`config.mk`:
```
export PLATFORM = sky130hd
export DESIGN_NAME = ternary_serial_alu
export DESIGN_NICKNAME = d
export VERILOG_FILES = /design/src/rtl/ternary_serial_alu.sv
export SDC_FILE = /design/constraint.sdc
export NUM_CORES = 1
export LEC_CHECK = 0
export CAP_MARGIN = 10
export CORE_UTILIZATION = 45
export DETAILED_ROUTE_END_ITERATION = 12
export PLACE_DENSITY = 0.72
export RECOVER_POWER = 25
export SYNTH_ARGS = -nofsm -noshare
export SYNTH_HDL_FRONTEND = slang
export SYNTH_SLANG_ARGS = --single-unit
```
`constraint.sdc`:
```
create_clock -name clk -period 3 [get_ports clk]
set_clock_uncertainty 0.1 [all_clocks]
set_input_delay 0.75 -clock clk [delete_from_list [all_inputs] [get_ports clk]]
set_output_delay 0.75 -clock clk [all_outputs]
set_load 0.02 [all_outputs]
```
`src/rtl/ternary_serial_alu.sv`:
```
// Bit-serial ternary ALU: one trit pair per clock, LSB first,
// through min / max / any / consensus, with a sticky illegal-code flag.
module ternary_serial_alu #(
    parameter int N_TRITS = 8,
    parameter int CNT_W   = 5
) (
    input  logic                 clk,
    input  logic                 rst_n,
    input  logic                 in_valid,
    output logic                 in_ready,
    input  logic [1:0]           op,
    input  logic [2*N_TRITS-1:0] a,
    input  logic [2*N_TRITS-1:0] b,
    output logic                 out_valid,
    input  logic                 out_ready,
    output logic [2*N_TRITS-1:0] result,
    output logic                 invalid
);
    localparam int W = 2 * N_TRITS;

    typedef enum logic [1:0] {
        IDLE = 2'd0,
        RUN  = 2'd1,
        DONE = 2'd2
    } state_e;

    state_e           state_q, state_d;
    logic [W-1:0]     a_q, a_d;
    logic [W-1:0]     b_q, b_d;
    logic [W-1:0]     res_q, res_d;
    logic [1:0]       op_q, op_d;
    logic [CNT_W-1:0] cnt_q, cnt_d;
    logic             inv_q, inv_d;

    logic [1:0] x, y, rt;
    logic [2:0] sum;
    logic       bad;
    logic       last;

    // Trit function on the current LSB pair of the shifting operands
    always_comb begin
        x   = a_q[1:0];
        y   = b_q[1:0];
        bad = (&x) | (&y);
        sum = {1'b0, x} + {1'b0, y};
        rt  = 2'b00;
        unique case (op_q)
            2'b00: rt = (x < y) ? x : y;
            2'b01: rt = (x > y) ? x : y;
            2'b10: begin
                if (sum <= 3'd1)      rt = 2'd0;
                else if (sum >= 3'd3) rt = 2'd2;
                else                  rt = 2'd1;
            end
            2'b11: begin
                if (x == 2'd0 && y == 2'd0)      rt = 2'd0;
                else if (x == 2'd2 && y == 2'd2) rt = 2'd2;
                else                             rt = 2'd1;
            end
        endcase
        if (bad) rt = 2'b00;
    end

    assign last = (cnt_q == CNT_W'(N_TRITS - 1));

    always_comb begin
        state_d = state_q;
        a_d     = a_q;
        b_d     = b_q;
        res_d   = res_q;
        op_d    = op_q;
        cnt_d   = cnt_q;
        inv_d   = inv_q;
        unique case (state_q)
            IDLE: begin
                if (in_valid) begin
                    a_d     = a;
                    b_d     = b;
                    op_d    = op;
                    cnt_d   = '0;
                    inv_d   = 1'b0;
                    res_d   = '0;
                    state_d = RUN;
                end
            end
            RUN: begin
                a_d   = {2'b00, a_q[W-1:2]};
                b_d   = {2'b00, b_q[W-1:2]};
                res_d = {rt, res_q[W-1:2]};
                inv_d = inv_q | bad;
                if (last) state_d = DONE;
                else      cnt_d   = cnt_q + CNT_W'(1);
            end
            DONE: begin
                if (out_ready) state_d = IDLE;
            end
            default: state_d = IDLE;
        endcase
    end

    always_ff @(posedge clk or negedge rst_n) begin
        if (!rst_n) begin
            state_q <= IDLE;
            a_q     <= '0;
            b_q     <= '0;
            res_q   <= '0;
            op_q    <= '0;
            cnt_q   <= '0;
            inv_q   <= 1'b0;
        end else begin
            state_q <= state_d;
            a_q     <= a_d;
            b_q     <= b_d;
            res_q   <= res_d;
            op_q    <= op_d;
            cnt_q   <= cnt_d;
            inv_q   <= inv_d;
        end
    end

    assign in_ready  = (state_q == IDLE);
    assign out_valid = (state_q == DONE);
    assign result    = res_q;
    assign invalid   = inv_q;
endmodule
```
======== Yosys cells after proc, flatten, opt, wreduce, memory -nomap -nowiden ========
Index checks and enable logic that the tools add are counted.
operators by class
  $add $sub $neg .......................... 2
  $lt $le $gt $ge ......................... 4
  eq/ne operators ......................... 12
  multiplexer cells ....................... 23
  bitwise logic cells ..................... 2
  reductions and logical operators ........ 13
operators with widths
  operator                                                                             number
  16-bit case mux with 2 select lines                                                  3
  16-bit 2-to-1 mux                                                                    3
  2-bit 2-to-1 mux                                                                     10
  2-bit equality test, second input constant                                           5
  5-bit 2-to-1 mux                                                                     2
  5-bit case mux with 2 select lines                                                   1
  2-bit logical NOT                                                                    4
  2-bit case mux with 4 select lines                                                   1
  2-bit AND reduction                                                                  4
  2-bit inequality test, second input constant                                         3
  2-bit case mux with 3 select lines                                                   1
  3-bit AND reduction                                                                  2
  5-bit by 1-bit adder with 5-bit output, second input constant                        1
  5-bit by 3-bit equality test with 1-bit output, second input constant                1
  2-bit by 1-bit equality test with 1-bit output, second input constant                2
  2-bit by 2-bit adder with 3-bit output                                               1
  3-bit by 2-bit greater-or-equal comparator with 1-bit output, second input constant  1
  3-bit by 1-bit less-or-equal comparator with 1-bit output, second input constant     1
  2-bit greater-than comparator                                                        1
  1-bit logical AND                                                                    2
  2-bit < comparator                                                                   1
  2-bit by 1-bit inequality test with 1-bit output, second input constant              1
  1-bit bitwise OR                                                                     2
  1-bit case mux with 2 select lines                                                   1
  other kinds (2)                                                                      2
storage, ports and cells
  bits in registers ....................... 58
  input bits .............................. 38
  output and inout bits ................... 19

======== Longest topological paths before layout ========
Gate-level depths: netlist (run 1).
  depth after elaboration ................. 7
  depth in mapped cells ................... 6

======== Least setup slack after synthesis (run 1) ========
No wires, ideal clock.
  kind .................................... register to register
  start point ............................. reg b_q[0]
  end point ............................... reg res_q[15], in the netlist result[15]
  arrival time ............................ 1585 ps
  required time ........................... 2817 ps
  slack ................................... 1232 ps
  stages on the path, launching flop included .. 7
  period minus slack after synthesis ...... 1768 ps
  path through ............................ dfrtp_1 > ha_1 > fa_1 > nand2b_1 > a311oi_1 > a21oi_1 > o21ai_0
on the way
  word-level cells in the longest chain between the ends .. 7
RTL lines
  what                                                                                                      RTL line  text
  start, declared                                                                                           29        logic [W-1:0] b_q, b_d;
  start signal, assigned                                                                                    105       b_q <= '0;
  start signal, assigned                                                                                    113       b_q <= b_d;
  2-bit by 2-bit adder with 3-bit output / 2-bit equality test (equally long branches)                      45, 57
  3-bit by 2-bit greater-or-equal comparator with 1-bit output / 1-bit logical AND (equally long branches)  52, 57
  2-bit 2-to-1 mux, on equally long branches                                                                52, 57
  2-bit 2-to-1 mux, on equally long branches                                                                51, 56
  2-bit case mux with 4 select lines                                                                        47        unique case (op_q)
  2-bit 2-to-1 mux *                                                                                        61        if (bad) rt = 2'b00;
  16-bit case mux with 2 select lines *                                                                     74        unique case (state_q)
  end signal, assigned                                                                                      114       res_q <= res_d;
  end, declared                                                                                             30        logic [W-1:0] res_q, res_d;
Mark *: on every way between the ends. The rest lies on a longest branch, timed or not.
A chain may end at the register's enable or synchronous reset.

======== Worst setup path in the final report (run 1) ========
  start point ............................. reg state_q[0]
  end point ............................... out out_valid
on the way
  word-level cells in the longest chain between the ends .. 1
RTL lines
  what                    RTL line  text
  start, declared         27        state_e state_q, state_d;
  start signal, assigned  111       state_q <= state_d;
  2-bit equality test     122       assign out_valid = (state_q == DONE);
  end, declared           14        output logic out_valid,
No other way between the ends.

==> summary.txt, run 1 <==
Fraction of layout instances using a drive strength above 1 - 9.80%
H-tree depth - 3
P_leak - 1.68 nW
Area Overhead vs Synth - 31.7%
Leading area contributor after synthesis - dfrtp_1
Worst EP required - 2.15 ns
Mapped Nets - 288
PwrDens - 1030 nW/um2
Chip Height - 79.6 um
Grt total ovfl - 0
Mapped Cells - 243
CTS tree - yes
Fin crit period - 2.48 ns
HPWL after DPL - 3.62 mm
Hold Vio Cnt, Final - 0
Max-slew violations - 0
Post-synth EDFFs - 0
Worst reg2reg endpoint - result[15]$_DFFE_PN0P_
Post-CTS sizing - 0
Main synth FF type - dfrtp_1
Drt total wl - 5.40 mm
Synth warn - 0
Port Buffers - 56
Worst Max-Slew Pin Slew - 1.42 ns
Pre-antenna DRT Iters - 4
Final core occ - 63.2%
Placer Congestion - 0.791
Cell with the most instances after synthesis - dfrtp_1
Routed Antenna Nets - 0
Synth cell count leaders - 58 x dfrtp_1, 34 x o21ai_0, 33 x nand2_1
Placed insts - 362
Via count - 2014
Post-Syn Area - 2710 um2
Hold endpoint - b_q[13]$_DFFE_PN0P_
Outcome - finished clean
Final Non-Filler Cells - 378
Sequential Area - 1450 um2
Mean area per synthesized cell - 11.1 um2
Worst R2R Path Depth - 6
Fmax - 0.403 GHz
Footprint of the multi-input gates - 1130 um2
VDD IR max - 0.470 mV
RSZ-0062 raised after global routing - false
FILL cells - 476
CP Data Arrival Time - 1.63 ns
Setup Buffers After CTS - 0
Number of distinct library cells after synthesis - 40
Crit path max fanout - 5
Sequential fraction of the synthesis area - 53.6%
Register bit total from synthesis - 58
Diode count - 0
Width of the die - 79.6 um
Finished Cell Area - 3560 um2
Hold Path Depth - 2
Vias in the first global route - 1972
Clock sink total - 58
DIE AREA - 6330 um2
HP Start - b_q[13]$_DFFE_PN0P_
Cts bufs inserted - 9
Final Cycle Share - 82.7%
Global-route wire length before repair - 9.24 mm
Placed cell area - 3330 um2
Worst r2r src - b_q[0]$_DFFE_PN0P_
Pin count of the biggest net entering global routing - 59
Critical path capture point type - primary output
DRC - 0
Relative slew slack - 5.43%
Yosys top cell area share - 53.6%
Top post-synthesis cells by area - dfrtp_1 54%, mux2i_1 10%, a22o_1 6.5%
1st-iter DRT viols - 72
Max-cap violations - 0
Worst Hold Class - reg -> reg
Max Root-Sink Buffers - 2
Critical path class - reg -> out
CTS root buf - clkbuf_8
Async S/R FF share, synth - 100%
Nets - 346
Antenna violations before repair - 0
DR WL/cell - 14.3 um
R2R Setup Slk - 1.07 ns
Core area - 5640 um2
Final setup vio count - 0
Clock-pin slew on the worst setup and hold paths - 0.06 ns
Final TNS setup - 0 ns
Gr usage total - 19.8%
Startpoint types - flip-flop
Starting density of the core - 48.0%
I/O Pins - 57
Skew-Pair Late Insertion Delay - 0.34 ns
Cell row count - 27
DR vias/cell - 5.33
CTS Hold Bufs - 0
-- report_power, final --
group	internal (mW)	switching, mW	total [mW]
Sequential	1.09	0.260	1.35
Clock	0.594	0.302	0.896
Combinational	0.713	0.721	1.43
Total	2.39	1.28	3.68
-- cells in the final DEF (no fill, tap or decap), types with 4 or more instances in the layout --
| cell type | count |
|---|---|
| nor2_1 | 8 |
| a22o_1 | 20 |
| ha_1 | 6 |
| nand2_1 | 33 |
| clkdlybuf4s50_1 | 55 |
| o21ai_0 | 34 |
| dfrtp_1 | 58 |
| inv_1 | 7 |
| clkbuf_8 | 11 |
| buf_4 | 4 |
| mux2i_1 | 28 |
-- metal layers --
layer	GRT usage [%]	part of all wire [%]
met2	31.1	48
met3	4.23	3.5
met4	12.4	2.6
met1	24.8	46
met5	0	0
-- cell type report --
type	count	area share [%]
well taps	72	2.53
clock inverters	5	2.81
clock buffers	11	4.25
repair buffers	62	17.1
flip-flops and latches	58	40.7
multi-input cells	163	31.8
inverters	7	0.737
-- cell families (layout without fill, tap and decap cells) --
kind of cell,count (synthesis),after routing,share of synthesized area (%)
muxes,29,29,10.8
buffers and inverters,22,85,4.76
AOI/OAI and AO/OA,70,70,17.2
xor gates and xnor gates,1,1,0.324
and+or+nand+nor,56,56,9.84
adders and majority gates,7,7,3.51
DFF,58,58,53.6
-- sequential cells by signal, indices dropped and copies added, names as in the netlist --
name     flops
op_q         2
state_q      2
result      16
cnt_q        5
b_q         16
invalid      1
a_q         16
-- worst max-delay path by stage --
stage	start	end
2_1_floorplan	b_q[0]$_DFFE_PN0P_	result[15]$_DFFE_PN0P_
3_3_place_gp	in_valid	cnt_q[4]$_DFFE_PN0P_
3_5_place_dp	in_valid	cnt_q[2]$_DFFE_PN0P_
4_1_cts	state_q[0]$_DFFE_PN0P_	out_valid
5_1_grt	state_q[0]$_DFFE_PN0P_	in_ready
6_report	state_q[0]$_DFFE_PN0P_	out_valid
-- worst max-delay path, stage by stage (launching register included) --
cell and delay (ns):
dfrtp_1 0.45, and2b_2 0.25, clkdlybuf4s50_1 0.60
-- per-stage QoR --
stage | power, mW | worst slack, ns | hold WS, ns
global route | 3.95 | 0.467 | 0.405
CTS | 3.72 | 0.500 | 0.311
global placement | 2.76 | 0.748 | 0.360
detailed placement | 2.81 | 0.726 | 0.370
finish | 3.68 | 0.520 | 0.378
floorplan | 2.36 | 1.23 | 0.349
Note: power is estimated with default switching activity, not from simulation.
==> run 2: changes to the inputs <==
--- a/config.mk
+++ b/config.mk
@@ -8,7 +8,7 @@
 export CAP_MARGIN = 10
 export CORE_UTILIZATION = 45
 export DETAILED_ROUTE_END_ITERATION = 12
-export PLACE_DENSITY = 0.72
+export PLACE_DENSITY = 0.75
 export RECOVER_POWER = 25
 export SYNTH_ARGS = -nofsm -noshare
 export SYNTH_HDL_FRONTEND = slang
==> constraint.sdc (replaced) <==
create_clock -name clk -period 2.1 [get_ports clk]
set_clock_uncertainty 0.1 [all_clocks]
set_input_delay 0.525 -clock clk [delete_from_list [all_inputs] [get_ports clk]]
set_output_delay 0.525 -clock clk [all_outputs]
set_load 0.02 [all_outputs]
==> run 2 against run 1 <==
  * Final cell count is 0.26% higher
  * Via count decreased by 2.1%
  * Cell area is 1.1% lower
  * Sequential share of layout area up 0.46 points
  * Clock power rose by 11%
  * Wire length shrank 2.5%
  * Setup slack got worse by 0.39 ns
  * Register-to-register slack got worse by 0.91 ns
  * Highest routed layer unchanged
==> summary.txt, run 2 (synthesis results as in run 1) <==
Max-slew violations - 0 (unchanged)
Final Cycle Share - 93.9%
DIE AREA - 6330 um2 (unchanged)
Area Overhead vs Synth - 30.2% (was 31.7%)
Routed Antenna Nets - 0 (unchanged)
Crit-path max cell delay - 0.46 ns (was 0.60 ns)
Crit path capture - out_valid (unchanged)
Drt total wl - 5.26 mm (was 5.40 mm)
Slowest-stage cell, CP - dfrtp_1 (was clkdlybuf4s50_1)
Critical path class - reg -> out (unchanged)
Final TNS setup - 0 ns (unchanged)
Clock-pin slew on the worst setup and hold paths - 0.06 ns (about the same)
Pint - 3.20 mW (was 2.39 mW)
Cell row count - 27 (unchanged)
Critical path capture point type - primary output (unchanged)
Placer Congestion - 0.775 (was 0.791)
Grt total ovfl - 0 (unchanged)
Setup Buffers After CTS - 0 (unchanged)
Max-cap violations - 0 (unchanged)
Port Buffers - 56 (unchanged)
Worst R2R Path Depth - 6 (unchanged)
Finished Cell Area - 3520 um2 (was 3560 um2)
Clock sink total - 58 (unchanged)
Antenna violations before repair - 0 (unchanged)
Outcome - finished clean (unchanged)
I/O Pins - 57 (unchanged)
Worst Hold Slack - 0.377 ns (was 0.378 ns)
DR vias/cell - 5.20 (was 5.33)
Worst reg2reg endpoint - result[14]$_DFFE_PN0P_ (was result[15]$_DFFE_PN0P_)
HPWL after DPL - 3.65 mm (was 3.62 mm)
Core area - 5640 um2 (unchanged)
CP Cell Sequence - and2b_2, dlygate4sd2_1 (was and2b_2, clkdlybuf4s50_1)
Fin crit period - 1.97 ns
CTS tree - yes (unchanged)
Width of the die - 79.6 um (unchanged)
R2R Setup Slk - 0.16 ns (was 1.07 ns)
Clk pwr share - 19.9% (was 24.4%)
Fmax - 0.507 GHz
Diode count - 0 (unchanged)
Via count - 1971 (was 2014)
Commonest cells after routing, fill and taps aside - 58 x dfrtp_1, 53 x clkdlybuf4s50_1, 34 x o21ai_0, 33 x nand2_1, 28 x mux2i_1 (was 58 x dfrtp_1, 55 x clkdlybuf4s50_1, 34 x o21ai_0, 33 x nand2_1, 28 x mux2i_1)
PwrDens - 1420 nW/um2 (was 1030 nW/um2)
Nets - 349 (was 346)
FILL cells - 459 (was 476)
Sw Ratio - 36.1% (was 34.9%)
Vias in the first global route - 1971 (was 1972)
Net Sw Power - 1.81 mW (was 1.28 mW)
CP Data Arrival Time - 1.35 ns (was 1.63 ns)
Combinational share of power - 42.2% (was 39.0%)
Skew-Pair Late Insertion Delay - 0.32 ns (was 0.34 ns)
HP Start - b_q[5]$_DFFE_PN0P_ (was b_q[13]$_DFFE_PN0P_)
Final core occ - 62.5% (was 63.2%)
CTS root buf - clkbuf_8 (unchanged)
Hold Vio Cnt, Final - 0 (unchanged)
1st-iter DRT viols - 114 (was 72)
DR WL/cell - 13.9 um (was 14.3 um)
Cts bufs inserted - 9 (unchanged)
Gr usage total - 18.8% (was 19.8%)
Relative slew slack - 7.07% (was 5.43%)
Pin count of the biggest net entering global routing - 59 (unchanged)
Pre-antenna DRT Iters - 4 (unchanged)
Worst r2r src - b_q[1]$_DFFE_PN0P_ (was b_q[0]$_DFFE_PN0P_)
Chip Height - 79.6 um (unchanged)
Worst Max-Slew Pin Slew - 1.39 ns (was 1.42 ns)
Worst EP required - 1.47 ns (was 2.15 ns)
Seq pwr share - 37.8% (was 36.6%)
H-tree depth - 3 (unchanged)
Starting density of the core - 48.0% (unchanged)
Final setup margin - 0.127 ns (was 0.520 ns)
Fraction of layout instances using a drive strength above 1 - 10.1% (was 9.80%)
Commonest non-fill, non-tap cell in the layout - dfrtp_1 (unchanged)
P_leak - 1.68 nW (about the same)
Final setup vio count - 0 (unchanged)
Crit path max fanout - 5 (unchanged)
DRC - 0 (unchanged)
Global-route wire length before repair - 8.98 mm (was 9.24 mm)
Placed cell area - 3350 um2 (was 3330 um2)
VDD IR max - 0.687 mV (was 0.470 mV)
Startpoint types - flip-flop (unchanged)
Worst Hold Class - reg -> reg (unchanged)
Post-Place Setup Slack - 0.165 ns (was 0.726 ns)
Crit path launch - state_q[0]$_DFFE_PN0P_ (unchanged)
RSZ-0062 raised after global routing - false (unchanged)
Max Root-Sink Buffers - 2 (unchanged)
[run 2: final cells by class]
| type | count | area, um2 | area share, % |
|---|---|---|---|
| clock buffer | 11 | 151 | 4.30 |
| clock inverter | 3 | 40.0 | 1.14 |
| inverter | 7 | 26.3 | 0.745 |
| multi-input combinational | 163 | 1130 | 32.2 |
| sequential | 58 | 1450 | 41.2 |
| tap | 72 | 90.1 | 2.56 |
| timing repair buffer | 65 | 631 | 17.9 |
[run 2: per-stage QoR]
| stage | power, mW | std cells |
|---|---|---|
| global placement | 3.96 | 365 |
| finish | 5.01 | 379 |
| floorplan | 3.37 | 243 |
| global route | 5.38 | 379 |
| detailed placement | 4.04 | 365 |
| CTS | 5.05 | 379 |
[run 2: worst max-delay path, delay by kind of cell, from the launching register on]
kind / cells / cell delay, ns
DFF: 1 / 0.46
and+or+nand+nor: 1 / 0.25
buffers and inverters: 1 / 0.32
[run 2: repair_timing]
action                                  CTS  global route
endpoints found under the setup margin    2             0
gates resized for setup                   2             0
hold buffers                              0             0
[run 2: power groups by stage]
stage / Sequential, mW / Clock, mW / Combinational, mW
floorplan: 1.98 / 0 / 1.39
global placement: 1.90 / 0 / 2.07
detailed placement: 1.91 / 0 / 2.13
CTS: 1.89 / 1.02 / 2.14
global route: 1.96 / 1.07 / 2.35
finish: 1.89 / 0.999 / 2.12
[run 2: per-layer routing]
metal / routed length (um) / global-route usage, % / share of wire, % / vias to the layer above
met2: 2560 / 30.6 / 49 / 45
li1: - / - / - / 990
met1: 2430 / 23.8 / 46 / 927
met3: 166 / 3.89 / 3.2 / 9
met4: 107 / 9.27 / 2.0 / 0
met5: 0 / 0 / 0 / -
[run 2: worst min path at each step]
stage / endpoint / slack (ns) / depth (start not counted)
after floorplan: a_q[0]$_DFFE_PN0P_ / 0.13 / 0
after detailed placement: b_q[13]$_DFFE_PN0P_ / 0.37 / 2
after global placement: b_q[9]$_DFFE_PN0P_ / 0.36 / 2
final: b_q[5]$_DFFE_PN0P_ / 0.38 / 2
after global routing: a_q[4]$_DFFE_PN0P_ / 0.40 / 2
after CTS: result[8]$_DFFE_PN0P_ / 0.11 / 2
